### src/rtl/uart_tx_feeder.sv
// Debounces four push buttons, queues one byte per press in a FIFO and feeds uart_tx via start/busy.
// Optional echo path (UART_ECHO_EN): bytes strobed in from uart_rx are queued ahead of button bytes.
module uart_tx_feeder #(
   parameter int unsigned DEBOUNCE_CYCLES = 1_000_000,
   parameter int unsigned FIFO_DEPTH      = 16,
   parameter logic [7:0]  BASE_CHAR       = 8'h61
) (
   input  logic                          clk_i,
   input  logic                          rst_i,
   input  logic [3:0]                    btn_i,
   input  logic                          tx_busy_i,
   output logic                          tx_start_o,
   output logic [7:0]                    tx_data_o,
   output logic [$clog2(FIFO_DEPTH):0]   fifo_count_o,
   output logic                          overflow_o
`ifdef UART_ECHO_EN
   ,
   input  logic                          rx_valid_i,
   input  logic [7:0]                    rx_data_i
`endif
);

   localparam int unsigned AW = $clog2(FIFO_DEPTH);
   localparam int unsigned CW = AW + 1;
   localparam int unsigned DW = $clog2(DEBOUNCE_CYCLES);
   localparam logic [DW-1:0] DB_MAX   = DW'(DEBOUNCE_CYCLES - 1);
   localparam logic [CW-1:0] FULL_CNT = CW'(FIFO_DEPTH);

   typedef enum logic [1:0] {
      ST_IDLE = 2'd0,
      ST_ACK  = 2'd1,
      ST_DONE = 2'd2
   } state_t;

   logic [3:0]    sync1_q, sync2_q, stable_q, stable_d, press_c;
   logic [DW-1:0] db_cnt_q [4];
   logic [DW-1:0] db_cnt_d [4];
   logic [3:0]    pend_q, pend_d, served_c;
   logic [7:0]    mem_q [FIFO_DEPTH];
   logic [AW-1:0] wr_ptr_q, rd_ptr_q;
   logic [CW-1:0] count_q, count_d;
   logic          overflow_q, overflow_d;
   logic          push_c, pop_c, wr_en_c, full_c, rx_take_c;
   logic [7:0]    push_byte_c, rx_byte_c;
   state_t        state_q, state_d;
   logic          tx_start_q, tx_start_d;
   logic [7:0]    tx_data_q, tx_data_d;

`ifdef UART_ECHO_EN
   assign rx_take_c = rx_valid_i;
   assign rx_byte_c = rx_data_i;
`else
   assign rx_take_c = 1'b0;
   assign rx_byte_c = 8'h00;
`endif

   // Debounce: a level is accepted only after DEBOUNCE_CYCLES consecutive cycles of disagreement
   always_comb begin
      stable_d = stable_q;
      for (int i = 0; i < 4; i++) begin
         db_cnt_d[i] = '0;
         if (sync2_q[i] != stable_q[i]) begin
            if (db_cnt_q[i] == DB_MAX) begin
               stable_d[i] = sync2_q[i];
            end else begin
               db_cnt_d[i] = db_cnt_q[i] + DW'(1);
            end
         end
      end
      press_c = stable_d & ~stable_q;
   end

   // One push per cycle: echo byte first, then the lowest-index pending button
   always_comb begin
      push_c      = 1'b0;
      push_byte_c = 8'h00;
      served_c    = 4'b0000;
      if (rx_take_c) begin
         push_c      = 1'b1;
         push_byte_c = rx_byte_c;
      end else begin
         for (int i = 0; i < 4; i++) begin
            if (!push_c && pend_q[i]) begin
               push_c      = 1'b1;
               push_byte_c = BASE_CHAR + 8'(i);
               served_c[i] = 1'b1;
            end
         end
      end
      pend_d = (pend_q & ~served_c) | press_c;
   end

   // FIFO bookkeeping; a push into a full FIFO only lands if a pop frees a slot this cycle
   always_comb begin
      full_c     = (count_q == FULL_CNT);
      wr_en_c    = push_c && (!full_c || pop_c);
      overflow_d = overflow_q | (push_c && full_c && !pop_c);
      count_d    = count_q;
      case ({wr_en_c, pop_c})
         2'b10:   count_d = count_q + CW'(1);
         2'b01:   count_d = count_q - CW'(1);
         default: count_d = count_q;
      endcase
   end

   // TX handshake FSM: next state and registered-output next values
   always_comb begin
      state_d    = state_q;
      pop_c      = 1'b0;
      tx_start_d = 1'b0;
      tx_data_d  = tx_data_q;
      case (state_q)
         ST_IDLE: begin
            if ((count_q != '0) && !tx_busy_i) begin
               pop_c      = 1'b1;
               tx_start_d = 1'b1;
               tx_data_d  = mem_q[rd_ptr_q];
               state_d    = ST_ACK;
            end
         end
         ST_ACK:  if (tx_busy_i)  state_d = ST_DONE;
         ST_DONE: if (!tx_busy_i) state_d = ST_IDLE;
         default: state_d = ST_IDLE;
      endcase
   end

   always_ff @(posedge clk_i) begin
      if (rst_i) begin
         sync1_q    <= '0;
         sync2_q    <= '0;
         stable_q   <= '0;
         pend_q     <= '0;
         wr_ptr_q   <= '0;
         rd_ptr_q   <= '0;
         count_q    <= '0;
         overflow_q <= 1'b0;
         state_q    <= ST_IDLE;
         tx_start_q <= 1'b0;
         tx_data_q  <= 8'h00;
         for (int i = 0; i < 4; i++) db_cnt_q[i] <= '0;
         for (int i = 0; i < FIFO_DEPTH; i++) mem_q[i] <= 8'h00;
      end else begin
         sync1_q    <= btn_i;
         sync2_q    <= sync1_q;
         stable_q   <= stable_d;
         pend_q     <= pend_d;
         count_q    <= count_d;
         overflow_q <= overflow_d;
         state_q    <= state_d;
         tx_start_q <= tx_start_d;
         tx_data_q  <= tx_data_d;
         for (int i = 0; i < 4; i++) db_cnt_q[i] <= db_cnt_d[i];
         if (wr_en_c) begin
            mem_q[wr_ptr_q] <= push_byte_c;
            wr_ptr_q        <= wr_ptr_q + AW'(1);
         end
         if (pop_c) rd_ptr_q <= rd_ptr_q + AW'(1);
      end
   end

   assign tx_start_o   = tx_start_q;
   assign tx_data_o    = tx_data_q;
   assign fifo_count_o = count_q;
   assign overflow_o   = overflow_q;

endmodule

### config.mk
export PLATFORM = sky130hd
export DESIGN_NAME = uart_tx_feeder
export DESIGN_NICKNAME = d
export VERILOG_FILES = /design/src/rtl/uart_tx_feeder.sv
export SDC_FILE = /design/constraint.sdc
export NUM_CORES = 1
export LEC_CHECK = 0
export CORE_MARGIN = 2
export CORE_UTILIZATION = 45
export DETAILED_ROUTE_END_ITERATION = 10
export SYNTH_ARGS = -nofsm -noshare
export SYNTH_HDL_FRONTEND = slang
export SYNTH_SLANG_ARGS = --single-unit
### constraint.sdc
create_clock -name clk_i -period 2.8 [get_ports clk_i]
set_clock_uncertainty 0.05 [all_clocks]
set_input_delay 0.56 -clock clk_i [delete_from_list [all_inputs] [get_ports clk_i]]
set_output_delay 0.56 -clock clk_i [all_outputs]
set_load 0.005 [all_outputs]
# Yosys cells after proc, flatten, opt, wreduce, memory -nomap -nowiden
# Memories as Yosys holds them, arrays and structs flattened. A register that Yosys moved wholly into a read port is not among the register bits.
# Cells that the tools add are included.
[classes] n_div=0 mux=47 bitwise=10 eq_ne=16 order_cmp=0 n_reduce_logical=20 shift=0 mul=0 add_sub_neg=8
[op_table] op="$mux 20" n=12
[op_table] op="$add 20x1->20 const B" n=4
[op_table] op="$eq 20x20->1 const B" n=4
[op_table] op="$mux 8" n=4
[op_table] op="$mux 1" n=24
[op_table] op="$pmux 5 s2" n=1
[op_table] op="$add 4x1->4 const B" n=2
[op_table] op="$and 4x4->4" n=2
[op_table] op="$not 4->4" n=2
[op_table] op="$reduce_or 8->1" n=1
[op_table] op="$logic_and 1x1->1" n=7
[op_table] op="$mux 7" n=1
[op_table] op="$logic_not 1->1" n=6
[op_table] op="$mux 2" n=3
[op_table] op="$ne 2x2->1 const B" n=3
[op_table] op="$pmux 2 s3" n=1
[op_table] op="$add 5x1->5 const B" n=1
[op_table] op="$eq 5x5->1 const B" n=1
[op_table] op="$or 1x1->1" n=5
[op_table] op="$reduce_bool 5->1" n=1
[op_table] op="$sub 5x1->5 const B" n=1
[op_table] op="$eq 2x1->1 const B" n=2
[op_table] op="$eq 2x2->1 const B" n=2
[op_table] op="$mux 4" n=1
[op_table] op="7 further kinds" n=10
[word_totals] wordCells=113 memories=2 ramBits=208 latchBits=0 mem_bits_ro=0 input_bits=7 reg_bits=33
[mem_list] name="mem_q" depth=16 word_bits=8 rd=1 rd_clocked_by_memory_dff=1 wr=16 line="39" text="logic [7:0] mem_q [FIFO_DEPTH];"
[mem_list] name="db_cnt_q" depth=4 word_bits=20 rd=4 rd_clocked_by_memory_dff=0 wr=4 line="36" text="logic [DW-1:0] db_cnt_q [4];"

# Logic depth before layout (Yosys ltp)
# Gate-level depths: netlist of run 1.
[logic_depth] depth_word=16 ltp_mapped=11 ltp_nobuf=9

# Worst setup path before layout of run 1
# No wires, ideal clock.
[synth_path] path_type="reg-to-reg" from="register count_q[1], in the netlist fifo_count_o[1]" to="register count_q[4], in the netlist fifo_count_o[4]" required_time_ns=2.679 path_stages_with_launch=12 arrival_time_ns=2.510 slack_ns=0.170 n_path_buf=2 path_cell_list="dfxtp_1 buf_6 or4_4 buf_6 o211ai_4 xnor2_1 ha_1 or3_1 a21oi_1 mux2i_1 or3_1 a21oi_1"
[synth_via] elab_chain_cells=8 elab_cells_between_ends=14 cone_classes="add/sub (2); eq/ne (3); mux (3); reduce/logical (6)"
[synth_rtl] item="start, declared" line="41" text="logic [CW-1:0] count_q, count_d;"
[synth_rtl] item="start signal, assigned" line="147" text="count_q <= count_d;"
[synth_rtl] item="$reduce_bool 5->1" line="114" text="if ((count_q != '0) && !tx_busy_i) begin"
[synth_rtl] item="$logic_and 1x1->1" line="114"
[synth_rtl] item="$mux 1" line="114"
[synth_rtl] item="$mux 1" line="112" text="case (state_q)"
[synth_rtl] item="$logic_or 1x1->1" line="96" text="wr_en_c = push_c && (!full_c || pop_c);"
[synth_rtl] item="$logic_and 1x1->1" line="96"
[synth_rtl] item="$eq 2x1->1 / $eq 2x2->1 (equally long branches)" line="99" text="case ({wr_en_c, pop_c})"
[synth_rtl] item="$pmux 5 s2 / $reduce_bool 2->1 (equally long branches)"
# Parallel ways exist; a longest one is shown, timed or not.
# A chain may end at the register's enable or synchronous reset.

# Final worst setup path of run 1
[layout_path] from="input port tx_busy_i" to="register count_q[4], in the netlist fifo_count_o[4]"
[layout_via] elab_chain_cells=8 elab_cells_between_ends=10 cone_classes="eq/ne (2); mux (3); reduce/logical (5)"
[layout_rtl] item="start, declared" line="11" text="input logic tx_busy_i,"
[layout_rtl] item="$logic_not 1->1 *"
[layout_rtl] item="$logic_and 1x1->1 *" line="114"
[layout_rtl] item="$mux 1 *" line="114"
[layout_rtl] item="$mux 1 *" line="112"
[layout_rtl] item="$logic_or 1x1->1" line="96"
[layout_rtl] item="$logic_and 1x1->1" line="96"
[layout_rtl] item="$eq 2x1->1 / $eq 2x2->1 (equally long branches)" line="99"
[layout_rtl] item="$pmux 5 s2 / $reduce_bool 2->1 (equally long branches)"
# Mark *: on every way between the ends. The rest lies on a longest branch, timed or not.

==> impl_metrics.tcl, run 1 <==
set metrics [dict create \
    whs_path_depth 1 \
    tightest_slew_ps 830.6 \
    cpPeakStageDelay_ps 440 \
    yosysWarningCount 0 \
    numCtsBuffers 17 \
    start_util_pct 45.96 \
    hold_violations 0 \
    via_per_inst 5.096 \
    hold_path_end "sync2_q[0]" \
    tritoncts "done" \
    reg2reg_depth 9 \
    rsz0062_at_grt "no" \
    ys_ff_latch 181 \
    post-route-util_pct 52.80 \
    ys.flop_type "dfxtp_1" \
    gp_congestion 0.7825 \
    syn2layout_area_growth_pct 14.87 \
    grt_pass1_wl_um 24950 \
    clock_path_buffers 2 \
    ir_worst_vdd_mv 0.4281 \
    start_kind "primary input" \
    postCtsHoldBufs 0 \
    holdCritStartpoint "sync1_q[0]" \
    maxCapViolations 0 \
    fin_nets 841 \
    syn_area_um2 7950 \
    drv_slew 0 \
    avgRoutedWirePerCell_um 14.03 \
    drc 0 \
    postSynthCellCount 780 \
    core_um2 17300 \
    clock-root-buffer "clkbuf_16" \
    end_kind "register" \
    dieArea_um2 18750 \
    critical_path_required_ps 3100 \
    overflow 0 \
    grt_usage_pct 17.13 \
    hp-class "register to register" \
    maxSlewHeadroom_pct 44.11 \
    drt_first_pass_iters 4 \
    portBuffers 18 \
    synth_top_area_cell "dfxtp_1" \
    layout-drive-gt1-share_pct 10.89 \
    worst_slack_ps 269.3 \
    dp_hpwl_um 10540 \
    avgSynthCellArea_um2 10.19 \
    setup_viol_count_final 0 \
    cp-startpoint "tx_busy_i" \
    async_flop_share_pct 0 \
    cts_setup_buffers 0 \
    path_max_fanout 3 \
    cellPowerDensity_nw_per_um2 577.9 \
    yosys.area.top_type_share_pct 29.46 \
    cts.sinks 181 \
    rr_endpoint "fifo_count_o[4]" \
    vias 5407 \
    cts_resized 0 \
    die_width_um 136.9 \
    synth_area_leaders "dfxtp_1 29%, edfxtp_1 24%, nor2_1 7.8%" \
    grt_pass1_vias 5318 \
    grt_max_degree 32 \
    period_needed_ps 2531 \
    cp.arrival_ps 2830 \
    pre_cts_slack_ps -143.2 \
    clock.fmax_ghz 0.3951 \
    status "completed" \
    routed_wirelength_um 14880 \
    synth_edf_count 64 \
    boundaryPins 22 \
    die_h_um 136.9 \
    ys_seq_area_share_pct 53.64 \
    diodes 0 \
    critPathKind "primary input to register" \
    clk_pin_slew_ps 60 \
    rows 48 \
    p_leak_nw 3.224 \
    cp_slowest_cell "clkdlybuf4s50_1" \
    fin_crit_sh_pct 90.38 \
    reg2reg_slack_ps 290 \
    worstPathCellList "clkdlybuf4s50_1 -> nor3_1 -> o211ai_4 -> xnor2_1 -> ha_1 -> or3_1 -> a21oi_1 -> mux2i_1 -> or3_1 -> a21oi_1" \
    drtIter0Drc 247 \
    postRouteAntennaNets 0 \
    clock_latency_ps 430 \
    antenna_found_initial 0 \
    worstReg2RegStart "fifo_count_o[0]" \
    htree_num_levels 4 \
    synth.distinct_cells 49 \
]
-- report_power, final --
part / switching (W) / internal [W]
clock network: 0.000991 / 0.00141
registers: 0.0000187 / 0.00276
logic: 0.0000547 / 0.0000379
total: 0.00106 / 0.00421
-- metal layers --
| layer | up-vias | track usage [%] | wire [µm] |
|---|---|---|---|
| met2 | 69 | 29.31 | 7404 |
| met3 | 16 | 3.593 | 427 |
| li1 | 2747 | - | - |
| met5 | - | 0 | 0 |
| met4 | 0 | 7.216 | 250 |
| met1 | 2575 | 20.98 | 6800 |
-- how the worst max path moves through the flow --
stage	depth (start not counted)	endpoint	slack, ps
6_report	10	fifo_count_o[4]	270
5_1_grt	10	fifo_count_o[4]	120
4_1_cts	9	fifo_count_o[4]	270
3_5_place_dp	10	fifo_count_o[4]	-140
3_3_place_gp	10	fifo_count_o[4]	-100
2_1_floorplan	11	fifo_count_o[4]	170
-- registers in the layout (all words and copies together), names as in the netlist --
name	cells
db_cnt_q	80
fifo_count_o	5
mem_q	64
overflow_o	1
pend_q	4
rd_ptr_q	4
stable_q	4
state_q	2
sync1_q	4
sync2_q	4
tx_data_o	4
tx_start_o	1
wr_ptr_q	4
-- kinds of logic (layout without fill, tap and decap cells) --
logic type | after synthesis | in the layout | synth area share, %
AOI/OAI and AO/OA | 40 | 40 | 3.447
xor gates and xnor gates | 86 | 86 | 9.474
adders and majority gates | 11 | 11 | 1.731
buffers and inverters | 59 | 113 | 3.242
DFF | 181 | 181 | 53.64
muxes | 22 | 22 | 5.288
other | 1 | 3 | 0.04717
and+or+nand+nor | 380 | 380 | 23.13
-- synthesized netlist by cell type, types with 5 or more instances --
master and number:
nor3_1 7, nand3_1 39, nor4b_1 6, nand2b_1 17
o21ai_0 6, xnor2_1 31, a31oi_1 5, clkbuf_1 21
inv_1 28, nor2b_1 14, mux4_2 16, nor2_1 166
a21oi_1 14, xor2_1 55, mux2i_1 6, and4_1 8
nand2_1 55, nand4_1 17, edfxtp_1 64, or3_1 9
ha_1 11, nor4_1 7, and2_1 5, and3_1 16
dfxtp_1 117, buf_4 5
-- cells in the final DEF (no fill, tap or decap), types with 9 or more instances in the layout --
cell type / synthesis / routed
a21oi_1: 14 / 14
and3_1: 16 / 16
buf_4: 5 / 35
clkbuf_16: 0 / 19
clkdlybuf4s50_1: 0 / 17
dfxtp_1: 117 / 117
edfxtp_1: 64 / 64
ha_1: 11 / 11
inv_1: 28 / 28
mux4_2: 16 / 16
nand2_1: 55 / 55
nand2b_1: 17 / 17
nand3_1: 39 / 39
nand4_1: 17 / 17
nor2_1: 166 / 166
nor2b_1: 14 / 14
or3_1: 9 / 9
xnor2_1: 31 / 31
xor2_1: 55 / 55
-- cell type report --
type	instances	area, µm²
fillers	1515	8164
flip-flops and latches	181	4264
multi-input cells	542	3436
clock buffers	24	524.3
repair buffers	53	437.9
well taps	225	281.5
inverters	28	105.1
clock inverters	8	83.83
-- through the flow --
step	area, µm²	hold WS [ps]	std cells	setup TNS, ps	power (W)
6_report	9133	385.0	1061	0	0.005278
3_3_place_gp	8524	374.9	1029	-623.4	0.002929
2_1_floorplan	7958	363.8	782	0	0.002896
4_1_cts	9133	386.7	1061	0	0.005346
3_5_place_dp	8524	371.2	1029	-995.8	0.002933
5_1_grt	9133	407.9	1061	0	0.005455
-- critical path, delay by kind of cell --
kind,cells,cell delay [ps]
xor+xnor,1,150
fa+ha+maj,1,200
compound gates,3,420
buf+inv,1,440
mux,1,100
simple gates,3,960
(Power assumes the default switching activity.)
==> run 2, diff against run 1 <==
- CORE_UTILIZATION: 45 -> 55
- PLACE_DENSITY: unset -> 0.75
==> impl_metrics.tcl, run 2 (synthesis results as in run 1) <==
set metrics [dict create \
    die_h_um 124.2 \
    dp_hpwl_um 10610 \
    grt_pass1_wl_um 25850 \
    htree_num_levels 4 \
    drv_slew 0 \
    avgRoutedWirePerCell_um 14.90 \
    via_per_inst 5.484 \
    grt_usage_pct 20.53 \
    cellPowerDensity_nw_per_um2 579.8 \
    drtIter0Drc 443 \
    end_kind "register" \
    critical_path_required_ps 3100 \
    cp.arrival_ps 2840 \
    fin_crit_sh_pct 90.51 \
    clock-root-buffer "clkbuf_16" \
    start_kind "register" \
    die_width_um 124.2 \
    layout_common_cells "166 x nor2_1, 117 x dfxtp_1, 64 x edfxtp_1" \
    setup_viol_count_final 0 \
    syn2layout_area_growth_pct 14.27 \
    gp_congestion 0.7831 \
    cp_top_family "simple AND/OR/NAND/NOR gates" \
    grt_pass1_vias 5497 \
    drt_first_pass_iters 5 \
    fin_tns_setup_ps 0 \
    rows 43 \
    top_register "db_cnt_q" \
    final_common_cell "nor2_1" \
    tritoncts "done" \
    dieArea_um2 15430 \
    postRouteAntennaNets 0 \
    grt_max_degree 34 \
    period_needed_ps 2534 \
    cts_setup_buffers 0 \
    clk_pin_slew_ps 70 \
    critPathBufInv 0 \
    boundaryPins 22 \
    status "completed" \
    maxSlewHeadroom_pct 41.33 \
    start_util_pct 56.83 \
    hold_violations 0 \
    portBuffers 18 \
    cp_slowest_cell "or4_4" \
    maxCapViolations 0 \
    critPathKind "register to register" \
    routed_wirelength_um 15190 \
    cts.sinks 181 \
    overflow 0 \
    fin_nets 844 \
    path_max_fanout 6 \
    worstPathCellList "or4_4 -> o211ai_4 -> xnor2_1 -> ha_1 -> or3_1 -> a21oi_1 -> mux2i_1 -> or3_1 -> a21oi_1" \
    largest_reg_flops 80 \
    cts_resized 0 \
    drc 0 \
    numCtsBuffers 17 \
    antenna_found_initial 0 \
    cpPeakStageDelay_ps 590 \
    ir_worst_vdd_mv 0.4445 \
    p_leak_nw 3.231 \
    diodes 0 \
    clock_path_buffers 2 \
    hp-class "register to register" \
    postCtsHoldBufs 0 \
    core_um2 13990 \
    clock.fmax_ghz 0.3946 \
    power_w 0.005268 \
    vias 5588 \
    tightest_slew_ps 872.0 \
    rsz0062_at_grt "no" \
    clock_latency_ps 430 \
    layout-drive-gt1-share_pct 11.44 \
]
==> run 2: changes by cell type in the layout (fill, tap and decap cells not counted), moves of 2 or more <==
cell / before / now
inv_6: 1 / 5
clkbuf_16: 19 / 17
clkinv_4: 1 / 5
buf_4: 35 / 38
inv_4: 2 / 0
clkbuf_8: 3 / 0
clkbuf_1: 2 / 0
==> run 2: cell type report <==
class / instances / area, µm²
Clock inverter: 15 / 168.9
Multi-Input combinational cell: 542 / 3436
Sequential cell: 181 / 4264
Inverter: 28 / 105.1
Tap cell: 180 / 225.2
Fill cell: 1113 / 4903
Clock buffer: 17 / 425.4
Timing Repair Buffer: 56 / 460.4
==> run 2: worst paths after layout <==
| path | startpoint | endpoint | slack, ps | depth (start not counted) |
|---|---|---|---|---|
| min | sync1_q[1] | sync2_q[1] | 390 | 1 |
| max reg2reg | fifo_count_o[0] | fifo_count_o[4] | 270 | 9 |
| max | fifo_count_o[0] | fifo_count_o[4] | 270 | 9 |
| min reg2reg | sync1_q[1] | sync2_q[1] | 390 | 1 |
==> run 2: per-stage QoR <==
stage                     setup slack [ps]  hold slack (ps)  std cells  instance area (µm²)  util [%]
after floorplan                      169.8            363.8        782                 7958         -
after global placement               16.17            370.4        987                 8491     60.70
after detailed placement            -31.30            373.7        987                 8491     60.70
after CTS                            277.8            390.0       1019                 9085     64.95
after global routing                 154.1            412.2       1019                 9085     64.95
final                                265.6            388.7       1019                 9085     64.95
==> run 2: layer usage <==
layer	wire (µm)	global-route usage, %	vias to the layer above	share of wire, %
met5	0	0	-	0
met4	157	5.618	0	1.0
met3	579	5.207	15	3.8
met2	7685	35.17	106	51
met1	6763	25.92	2701	45
li1	-	-	2766	-
==> run 2: report_power, final <==
group	total, W	switching (W)	leakage, nW	internal, W
Clock	0.00239	0.00105	0.295	0.00134
Combinational	0.0000953	0.0000546	1.36	0.0000406
Sequential	0.00278	0.0000194	1.58	0.00276
